File: config.mk
export PLATFORM = sky130hd
export DESIGN_NAME = mux_arb_reg_flat
export DESIGN_NICKNAME = d
export VERILOG_FILES = /design/src/rtl/mux_arb_reg_if.sv /design/src/rtl/mux_arb_reg.sv /design/src/flat_wrapper.sv
export SDC_FILE = /design/constraint.sdc
export NUM_CORES = 1
export LEC_CHECK = 0
export CAP_MARGIN = 20
export CORE_ASPECT_RATIO = 2
export CORE_MARGIN = 5
export CORE_UTILIZATION = 36
export CTS_CLUSTER_SIZE = 40
export DETAILED_ROUTE_END_ITERATION = 8
export HOLD_SLACK_MARGIN = 0.06
export PLACE_DENSITY = 0.89
export SYNTH_ARGS = -nofsm -noshare
export SYNTH_HDL_FRONTEND = slang
export SYNTH_SLANG_ARGS = --single-unit
File: constraint.sdc
create_clock -name clk -period 2.4 [get_ports clk]
set_input_delay 0.36 -clock clk [delete_from_list [all_inputs] [get_ports clk]]
set_output_delay 0.36 -clock clk [all_outputs]
set_load 0.005 [all_outputs]
File: src/rtl/mux_arb_reg_if.sv
// mux_arb_reg_if
//   Bundles the producer-side and consumer-side handshake of mux_arb_reg.
//   Parameters WIDTH/NCH must match the mux_arb_reg instance it connects to.
//   Signals:
//     in_valid  [NCH]        per-channel request
//     in_data   [NCH*WIDTH]  channel k at bits [k*WIDTH +: WIDTH]
//     in_ready  [NCH]        per-channel accept (one-hot or zero)
//     force_en, force_sel    static-select mode and forced channel
//     out_valid, out_data, out_sel   registered output word and its source
//     out_ready              consumer accepts out_data this cycle
//   Modports:
//     master  producers + consumer (drives requests, data, out_ready)
//     slave   the mux itself
interface mux_arb_reg_if #(
    parameter int WIDTH = 19,
    parameter int NCH   = 4
);
    localparam int unsigned SW = $clog2(NCH);

    logic [NCH-1:0]       in_valid;
    logic [NCH*WIDTH-1:0] in_data;
    logic [NCH-1:0]       in_ready;
    logic                 force_en;
    logic [SW-1:0]        force_sel;
    logic                 out_valid;
    logic [WIDTH-1:0]     out_data;
    logic [SW-1:0]        out_sel;
    logic                 out_ready;

    modport master (
        output in_valid, in_data, force_en, force_sel, out_ready,
        input  in_ready, out_valid, out_data, out_sel
    );

    modport slave (
        input  in_valid, in_data, force_en, force_sel, out_ready,
        output in_ready, out_valid, out_data, out_sel
    );
endinterface

File: src/rtl/mux_arb_reg.sv
// mux_arb_reg
//   Registered NCH:1 multiplexer with valid/ready handshaking. Arbitrates
//   between requesting channels (round-robin or fixed lowest-index priority)
//   and holds the selected word in a single output register, so downstream
//   back-pressure never drops or duplicates data.
//   Ports:
//     clk    rising-edge clock
//     reset  synchronous, active-high; clears the output register and ptr
//     bus    mux_arb_reg_if.slave: in_valid/in_data/in_ready, force_en/
//            force_sel, out_valid/out_data/out_sel/out_ready
//   Parameters:
//     WIDTH      data width per channel
//     NCH        number of channels (>=2, any value)
//     FIXED_PRI  0 = round-robin, 1 = fixed priority (lowest index wins)
module mux_arb_reg #(
    parameter int WIDTH     = 19,
    parameter int NCH       = 4,
    parameter int FIXED_PRI = 0
) (
    input  logic          clk,
    input  logic          reset,
    mux_arb_reg_if.slave  bus
);
    localparam int unsigned SW = $clog2(NCH);

    logic [SW-1:0]    ptr;
    logic [NCH-1:0]   elig;
    logic             load;
    logic             any_e;
    logic             hi_found;
    logic             lo_found;
    logic [SW-1:0]    hi_g;
    logic [SW-1:0]    lo_g;
    logic [SW-1:0]    gnt;
    logic [WIDTH-1:0] gnt_data;
    logic [SW-1:0]    ptr_next;

    // Eligible set; a force_sel beyond the last channel matches nothing.
    always_comb begin
        load = !bus.out_valid || bus.out_ready;
        elig = '0;
        for (int unsigned k = 0; k < NCH; k++) begin
            if (!bus.force_en || bus.force_sel == SW'(k))
                elig[k] = bus.in_valid[k];
        end
        any_e = |elig;
    end

    // Round-robin as two priority scans: the lowest eligible index at or
    // above ptr wins; if none, the lowest eligible index overall (wrap).
    // Fixed priority only ever uses the second scan.
    always_comb begin
        hi_found = 1'b0;
        lo_found = 1'b0;
        hi_g     = '0;
        lo_g     = '0;
        for (int unsigned k = 0; k < NCH; k++) begin
            if (elig[k] && !lo_found) begin
                lo_found = 1'b1;
                lo_g     = SW'(k);
            end
            if (FIXED_PRI == 0 && elig[k] && !hi_found && SW'(k) >= ptr) begin
                hi_found = 1'b1;
                hi_g     = SW'(k);
            end
        end
        gnt = hi_found ? hi_g : lo_g;
    end

    always_comb begin
        bus.in_ready = '0;
        gnt_data     = '0;
        for (int unsigned k = 0; k < NCH; k++) begin
            if (gnt == SW'(k)) begin
                bus.in_ready[k] = !reset && load && any_e;
                gnt_data        = bus.in_data[k*WIDTH +: WIDTH];
            end
        end
        ptr_next = (gnt == SW'(NCH - 1)) ? '0 : gnt + SW'(1);
    end

    always_ff @(posedge clk) begin
        if (reset) begin
            bus.out_valid <= 1'b0;
            bus.out_data  <= '0;
            bus.out_sel   <= '0;
            ptr           <= '0;
        end else if (load) begin
            if (any_e) begin
                bus.out_valid <= 1'b1;
                bus.out_data  <= gnt_data;
                bus.out_sel   <= gnt;
                // Forced grants must not disturb the rotation order.
                if (FIXED_PRI == 0 && !bus.force_en)
                    ptr <= ptr_next;
            end else begin
                bus.out_valid <= 1'b0;
            end
        end
    end
endmodule

File: src/flat_wrapper.sv
// flat-port wrapper written by rule: the top's interface ports become plain ports
module mux_arb_reg_flat 
#(
    parameter int WIDTH     = 19,
    parameter int NCH       = 4,
    parameter int FIXED_PRI = 0
)
  (clk, reset, bus_in_valid, bus_in_data, bus_force_en, bus_force_sel, bus_out_ready, bus_in_ready, bus_out_valid, bus_out_data, bus_out_sel);
  mux_arb_reg_if #(.WIDTH(WIDTH), .NCH(NCH)) bus_i ();
  input  logic clk;
  input  logic reset;
  input wire logic [$bits(bus_i.in_valid)-1:0] bus_in_valid;
  input wire logic [$bits(bus_i.in_data)-1:0] bus_in_data;
  input wire logic [$bits(bus_i.force_en)-1:0] bus_force_en;
  input wire logic [$bits(bus_i.force_sel)-1:0] bus_force_sel;
  input wire logic [$bits(bus_i.out_ready)-1:0] bus_out_ready;
  output wire logic [$bits(bus_i.in_ready)-1:0] bus_in_ready;
  output wire logic [$bits(bus_i.out_valid)-1:0] bus_out_valid;
  output wire logic [$bits(bus_i.out_data)-1:0] bus_out_data;
  output wire logic [$bits(bus_i.out_sel)-1:0] bus_out_sel;
  assign bus_i.in_valid = bus_in_valid;
  assign bus_i.in_data = bus_in_data;
  assign bus_i.force_en = bus_force_en;
  assign bus_i.force_sel = bus_force_sel;
  assign bus_i.out_ready = bus_out_ready;
  assign bus_in_ready = bus_i.in_ready;
  assign bus_out_valid = bus_i.out_valid;
  assign bus_out_data = bus_i.out_data;
  assign bus_out_sel = bus_i.out_sel;
  mux_arb_reg #(.WIDTH(WIDTH), .NCH(NCH), .FIXED_PRI(FIXED_PRI)) u_core (.clk(clk), .reset(reset), .bus(bus_i));
endmodule
-- After elaboration in Yosys (flattened, before gate mapping)
Index checks and enable logic that the tools add are counted.
- reductions and logical operators: 31
- equality and inequality tests: 6
- $add $sub $neg: 1
- muxes and demuxes: 28
- $lt $le $gt $ge: 4
- bitwise logic cells: 1
- operators with widths (operator ; number):
    19-bit two-way mux ; 4
    1-bit two-way mux ; 18
    1-bit logical AND ; 12
    2-bit two-way mux ; 6
    1-bit logical NOT ; 9
    2-bit == test, second input constant ; 4
    1-bit logical OR ; 5
    2-bit by 1-bit == test with 1-bit output, second input constant ; 2
    1-bit by 2-bit >= comparator with 1-bit output, first input constant ; 2
    2-bit >= comparator, first input constant ; 2
    2-bit logical NOT ; 2
    4-bit OR reduction ; 1
    3-bit AND reduction ; 1
    2-bit by 1-bit adder with 2-bit output, second input constant ; 1
    2-bit AND reduction ; 1
    1-bit NOT ; 1
- output and inout bits: 26
- register bits after elaboration: 24
- input port bits: 86

-- Longest topological paths before layout
- depth after elaboration: 23
- mapped depth: 12

-- Worst setup path after synthesis
OpenSTA, ideal clock, no wires.
- path kind: input port to output port
- from: input port bus_force_sel[0]
- to: output port bus_in_ready[3]
- slack: -0.043 ns
- buffers on the path: 2
- cell stages on the path: 8
- data arrival time: 2.083 ns
- data required time: 2.040 ns
- path through: mux2i_1 o22a_1 o2111ai_1 inv_1 ha_1 clkbuf_1 clkbuf_1 nor3b_1
- longest elaborated chain between the ends: 20
- elaborated cells on any way between the ends: 46
- classes of those cells: eq/ne (4); mux (19); reduce/logical (23)
- ends and longest elaborated chain (what ; line ; text):
    start: declaration ; flat_wrapper.sv:15 ; input wire logic [$bits(bus_i.force_sel)-1:0] bus_force_sel;
    2-bit logical NOT ; mux_arb_reg.sv:43 ; if (!bus.force_en || bus.force_sel == SW'(k))
    1-bit logical OR ; mux_arb_reg.sv:43 ;
    1-bit two-way mux ; mux_arb_reg.sv:43 ;
    1-bit logical AND ; mux_arb_reg.sv:62 ; if (FIXED_PRI == 0 && elig[k] && !hi_found && SW'(k) >= ptr) begin
    1-bit two-way mux ; mux_arb_reg.sv:62 ;
    1-bit logical NOT ; mux_arb_reg.sv:62 ;
    1-bit logical AND (2 in series) ; mux_arb_reg.sv:62 ;
    1-bit two-way mux ; mux_arb_reg.sv:62 ;
    (+3 left out) ; -- ;
    1-bit two-way mux ; mux_arb_reg.sv:62 ;
    1-bit logical NOT ; mux_arb_reg.sv:62 ;
    1-bit logical AND (2 in series) ; mux_arb_reg.sv:62 ;
    2-bit two-way mux / 1-bit two-way mux (equally long branches) ; mux_arb_reg.sv:62 ;
    2-bit two-way mux * ; mux_arb_reg.sv:67 ; gnt = hi_found ? hi_g : lo_g;
    via u_core.gnt[1] ; mux_arb_reg.sv:34 ; logic [SW-1:0] gnt;
    2-bit == test * ; mux_arb_reg.sv:74 ; if (gnt == SW'(k)) begin
    1-bit two-way mux * ; mux_arb_reg.sv:74 ;
    end: declaration ; flat_wrapper.sv:17 ; output wire logic [$bits(bus_i.in_ready)-1:0] bus_in_ready;
Mark *: on every way through the listed nets, which the timed path passes. The rest lies on a longest branch.

-- Worst setup path after layout
- from: input port bus_force_sel[0]
- to: output port bus_in_ready[0]
- longest elaborated chain between the ends: 20
- elaborated cells on any way between the ends: 46
- classes of those cells: eq/ne (3); mux (19); reduce/logical (24)
- ends and longest elaborated chain (what ; line):
    2-bit logical NOT ; mux_arb_reg.sv:43
    1-bit logical OR ; mux_arb_reg.sv:43
    1-bit two-way mux ; mux_arb_reg.sv:43
    1-bit logical AND ; mux_arb_reg.sv:62
    1-bit two-way mux ; mux_arb_reg.sv:62
    1-bit logical NOT ; mux_arb_reg.sv:62
    1-bit logical AND (2 in series) ; mux_arb_reg.sv:62
    1-bit two-way mux ; mux_arb_reg.sv:62
    1-bit logical NOT ; mux_arb_reg.sv:62
    1-bit logical AND (2 in series) ; mux_arb_reg.sv:62
    1-bit two-way mux ; mux_arb_reg.sv:62
    1-bit logical NOT ; mux_arb_reg.sv:62
    1-bit logical AND (2 in series) ; mux_arb_reg.sv:62
    2-bit two-way mux / 1-bit two-way mux (equally long branches) ; mux_arb_reg.sv:62
    2-bit two-way mux ; mux_arb_reg.sv:67
    2-bit logical NOT ; mux_arb_reg.sv:74
    1-bit two-way mux * ; mux_arb_reg.sv:74
Mark *: on every way between the ends. The rest lies on a longest branch, timed or not.

==> flow_summary_export.csv <==
group,metric,value,unit
setup_path,rr_worst_depth,10,
layout,final_util,0.633,
synthesis,syn_area,2070,um^2
routing,firstDrtPassIters,4,
global_route,gr-total-overflow,0,
sta,worstMarginPinSlew,412,ps
sta,rsz0062_at_grt,"no",
synthesis,synthArstFlopShare,0,
clock_network,clockBufferDepth,2,
floorplan,core,5660,um^2
setup_path,crit_path_end_kind,"output port",
synthesis,yosysUniqueCellTypes,38,
synthesis,synth_seq_cells,24,
routing,drc,0,
setup_path,startpoint,"bus_force_sel[0]",
floorplan,initial_core_util,0.366,
clock_network,clock_sinks,24,
synthesis,yosysTopAreaCellShare,0.232,
synthesis,synthFlopType,"dfxtp_1",
run,drv_cap,0,
floorplan,die_h,117,um
clock_network,numCtsBuffers,3,
clock_network,insertion_delay,260,ps
layout,layoutNonFillerInstCount,432,
layout,final_nets,462,
setup_path,arrival,1950,ps
global_route,grt_max_degree,42,
power_and_ir_drop,ir_worst_vdd,412,uV
synthesis,yosysWarnings,0,
power_and_ir_drop,powerDensity,527,nW/um^2
place,placed_cell_area,3320,um^2
routing,routed_via_density,5.50,
status,status,"finished clean",
sta,layout_min_cycle_time,2310,ps
layout,seq_area,482,um^2
setup_path,path_delay_family,"buffers and inverters",
sta,hold_ws,519,ps
sta,setup_viol_count_final,0,
floorplan,dieArea,7460,um^2
synthesis,syn_inst,253,
setup_path,slowest_delay,320,ps
sta,fin_setup_tns,0,ps
place,gp_congestion,0.828,
layout,layout_commonest_cell,"clkdlybuf4s50_1",
sta,relSlewSlack,0.726,
synthesis,synth.avg_cell_area,8.18,um^2
routing,totalWireLength,7330,um
global_route,grt_pass1_wl,11200,um
setup_path,crit_path_cell_trace,"buf_2 -> or2b_1 -> a211o_1 -> o2111ai_2 -> buf_6 -> ha_2 -> nor3b_2 -> clkdlybuf4s15_2",
sta,fin_skew,5.76,ps
setup_path,timing.reg2reg.setup_slack,210,ps
layout,layout_common_cells,"100 x clkdlybuf4s50_1, 36 x a21oi_1, 23 x inv_1, 23 x dfxtp_1, 22 x nand2_1",
synthesis,syn_nets,343,
floorplan,io_pins,112,
floorplan,die_x,63.6,um
routing,wl_per_cell,17.0,um
global_route,antenna_found_initial,0,
setup_path,worstPathRequired,2040,ps
setup_path,reg2reg_from,"u_core.ptr[1]",
sta,hold_viol,0,
setup_path,crit_type,"in -> out",
synthesis,synth_enable_flop_cells,0,
setup_path,cpMaxStageDelayCell,"a211o_1",
sta,period_share,0.962,
clock_network,cts_tree,"done",
global_route,grt_pass1_vias,2354,
worst_hold_path,hp-class,"reg -> reg",
clock_network,cts_root_buf,"clkbuf_16",
layout,syn2layout_area_growth,72.9,%
synthesis,ys_top_cells_by_area,"dfxtp_1 23%, mux2_4 11%, a21oi_1 9.4%, a221o_1 9.2%, nand3b_1 6.9%",
routing,first_iter_violations,130,
power_and_ir_drop,power_leakage,0.00143,uW
routing,postRouteAntennaNets,0,
sta,timing.fmax,433,MHz
clock_network,clk_pin_slew,70,ps
floorplan,std_cell_rows,39,
setup_path,reg2reg_to,"u_core.bus.out_data[11]",
synthesis,seq_area_frac_synth,0.232,
layout,n_antenna_cell,0,
synthesis,synth_top_cell_by_area,"dfxtp_1",
place,post-dp-hpwl,5460,um
place,dp.cells,427,
global_route,grt_usage,0.184,
worst_hold_path,hold_path_depth,1,
place,io_buffers,111,
clock_network,htree_levels,1,
sta,maxSlewViolCount,0,
worst_hold_path,whs_endpoint,"u_core.bus.out_sel[0]",
setup_path,cp_num_buf_inv,3,
layout,final_area,3580,um^2
routing,dr_total_vias,2378,
setup_path,crit_fanout,6,
layout,multi_input_area,1490,um^2
layout,drive_above_1_share,0.216,
worst_hold_path,hold_start,"u_core.bus.out_sel[0]",
layout,nFillCells,481,
setup_path,start_kind,"primary input",
layer usage:
layer,vias to the layer above,share of wire,GRT usage
li1,1152,-,-
met1,1131,0.36,0.182
met2,79,0.57,0.372
met3,16,0.041,0.0258
met4,0,0.029,0.0721
met5,-,0,0
metrics by stage:
| step | setup WS, ps | power (uW) |
|---|---|---|
| detailed placement | -767 | 1340 |
| global route | 27.4 | 1980 |
| floorplan | 10.8 | 953 |
| global placement | -662 | 1320 |
| CTS | 1.98 | 1880 |
| finish | 90.5 | 1890 |
power breakdown:
part           total [uW]  internal [uW]  switching (uW)
clock network         488            332             156
registers             494            460            34.5
logic                 904            546             358
total                1890           1340             549
cell type report:
cell class | count | share of cell area
clock buffers | 3 | 0.0210
clock inverters | 1 | 0.00839
inverters | 25 | 0.0269
multi-input cells | 182 | 0.416
flip-flops and latches | 24 | 0.135
well taps | 61 | 0.0213
repair buffers | 136 | 0.372
synth_stat cells, types with 3 or more instances:
cell / instances
a21oi_1: 39
inv_1: 25
dfxtp_1: 24
nand2_1: 22
nor2b_1: 20
a221o_1: 19
nand3b_1: 19
clkbuf_1: 16
mux2_4: 15
mux2_2: 5
nor2_1: 5
ha_1: 4
nor3b_1: 4
o2111ai_1: 4
o211ai_1: 4
buf_2: 3
cells by family (layout without fill, tap and decap cells):
kind of cell | count (synthesis) | count (layout) | synth area share
AOI/OAI and AO/OA | 80 | 80 | 0.287
and+or+nand+nor | 76 | 76 | 0.211
buffers and inverters | 47 | 165 | 0.100
DFF | 24 | 24 | 0.232
muxes | 22 | 22 | 0.146
adders and majority gates | 4 | 4 | 0.0242
what timing repair did:
action,4_1_cts,5_1_grt
hold buffers,0,0
pin swaps,3,1
setup endpoints to repair,23,23
setup buffers,1,0
gates resized for setup,54,14
registers in the layout, summed over array words and instances, names as in the netlist:
signal / flops
u_core.bus.out_valid: 1
u_core.ptr: 2
u_core.bus.out_data: 19
u_core.bus.out_sel: 2
worst max-delay path by stage:
stage | end | cells after the start | slack [ps]
after global routing | bus_in_ready[1] | 7 | 30
after global placement | u_core.bus.out_data[8] | 12 | -660
final | bus_in_ready[0] | 8 | 90
after CTS | bus_in_ready[0] | 9 | 2
after detailed placement | u_core.bus.out_data[7] | 12 | -770
after floorplan | u_core.bus.out_data[18] | 10 | 10
Note: power is estimated with default switching activity, not from simulation.
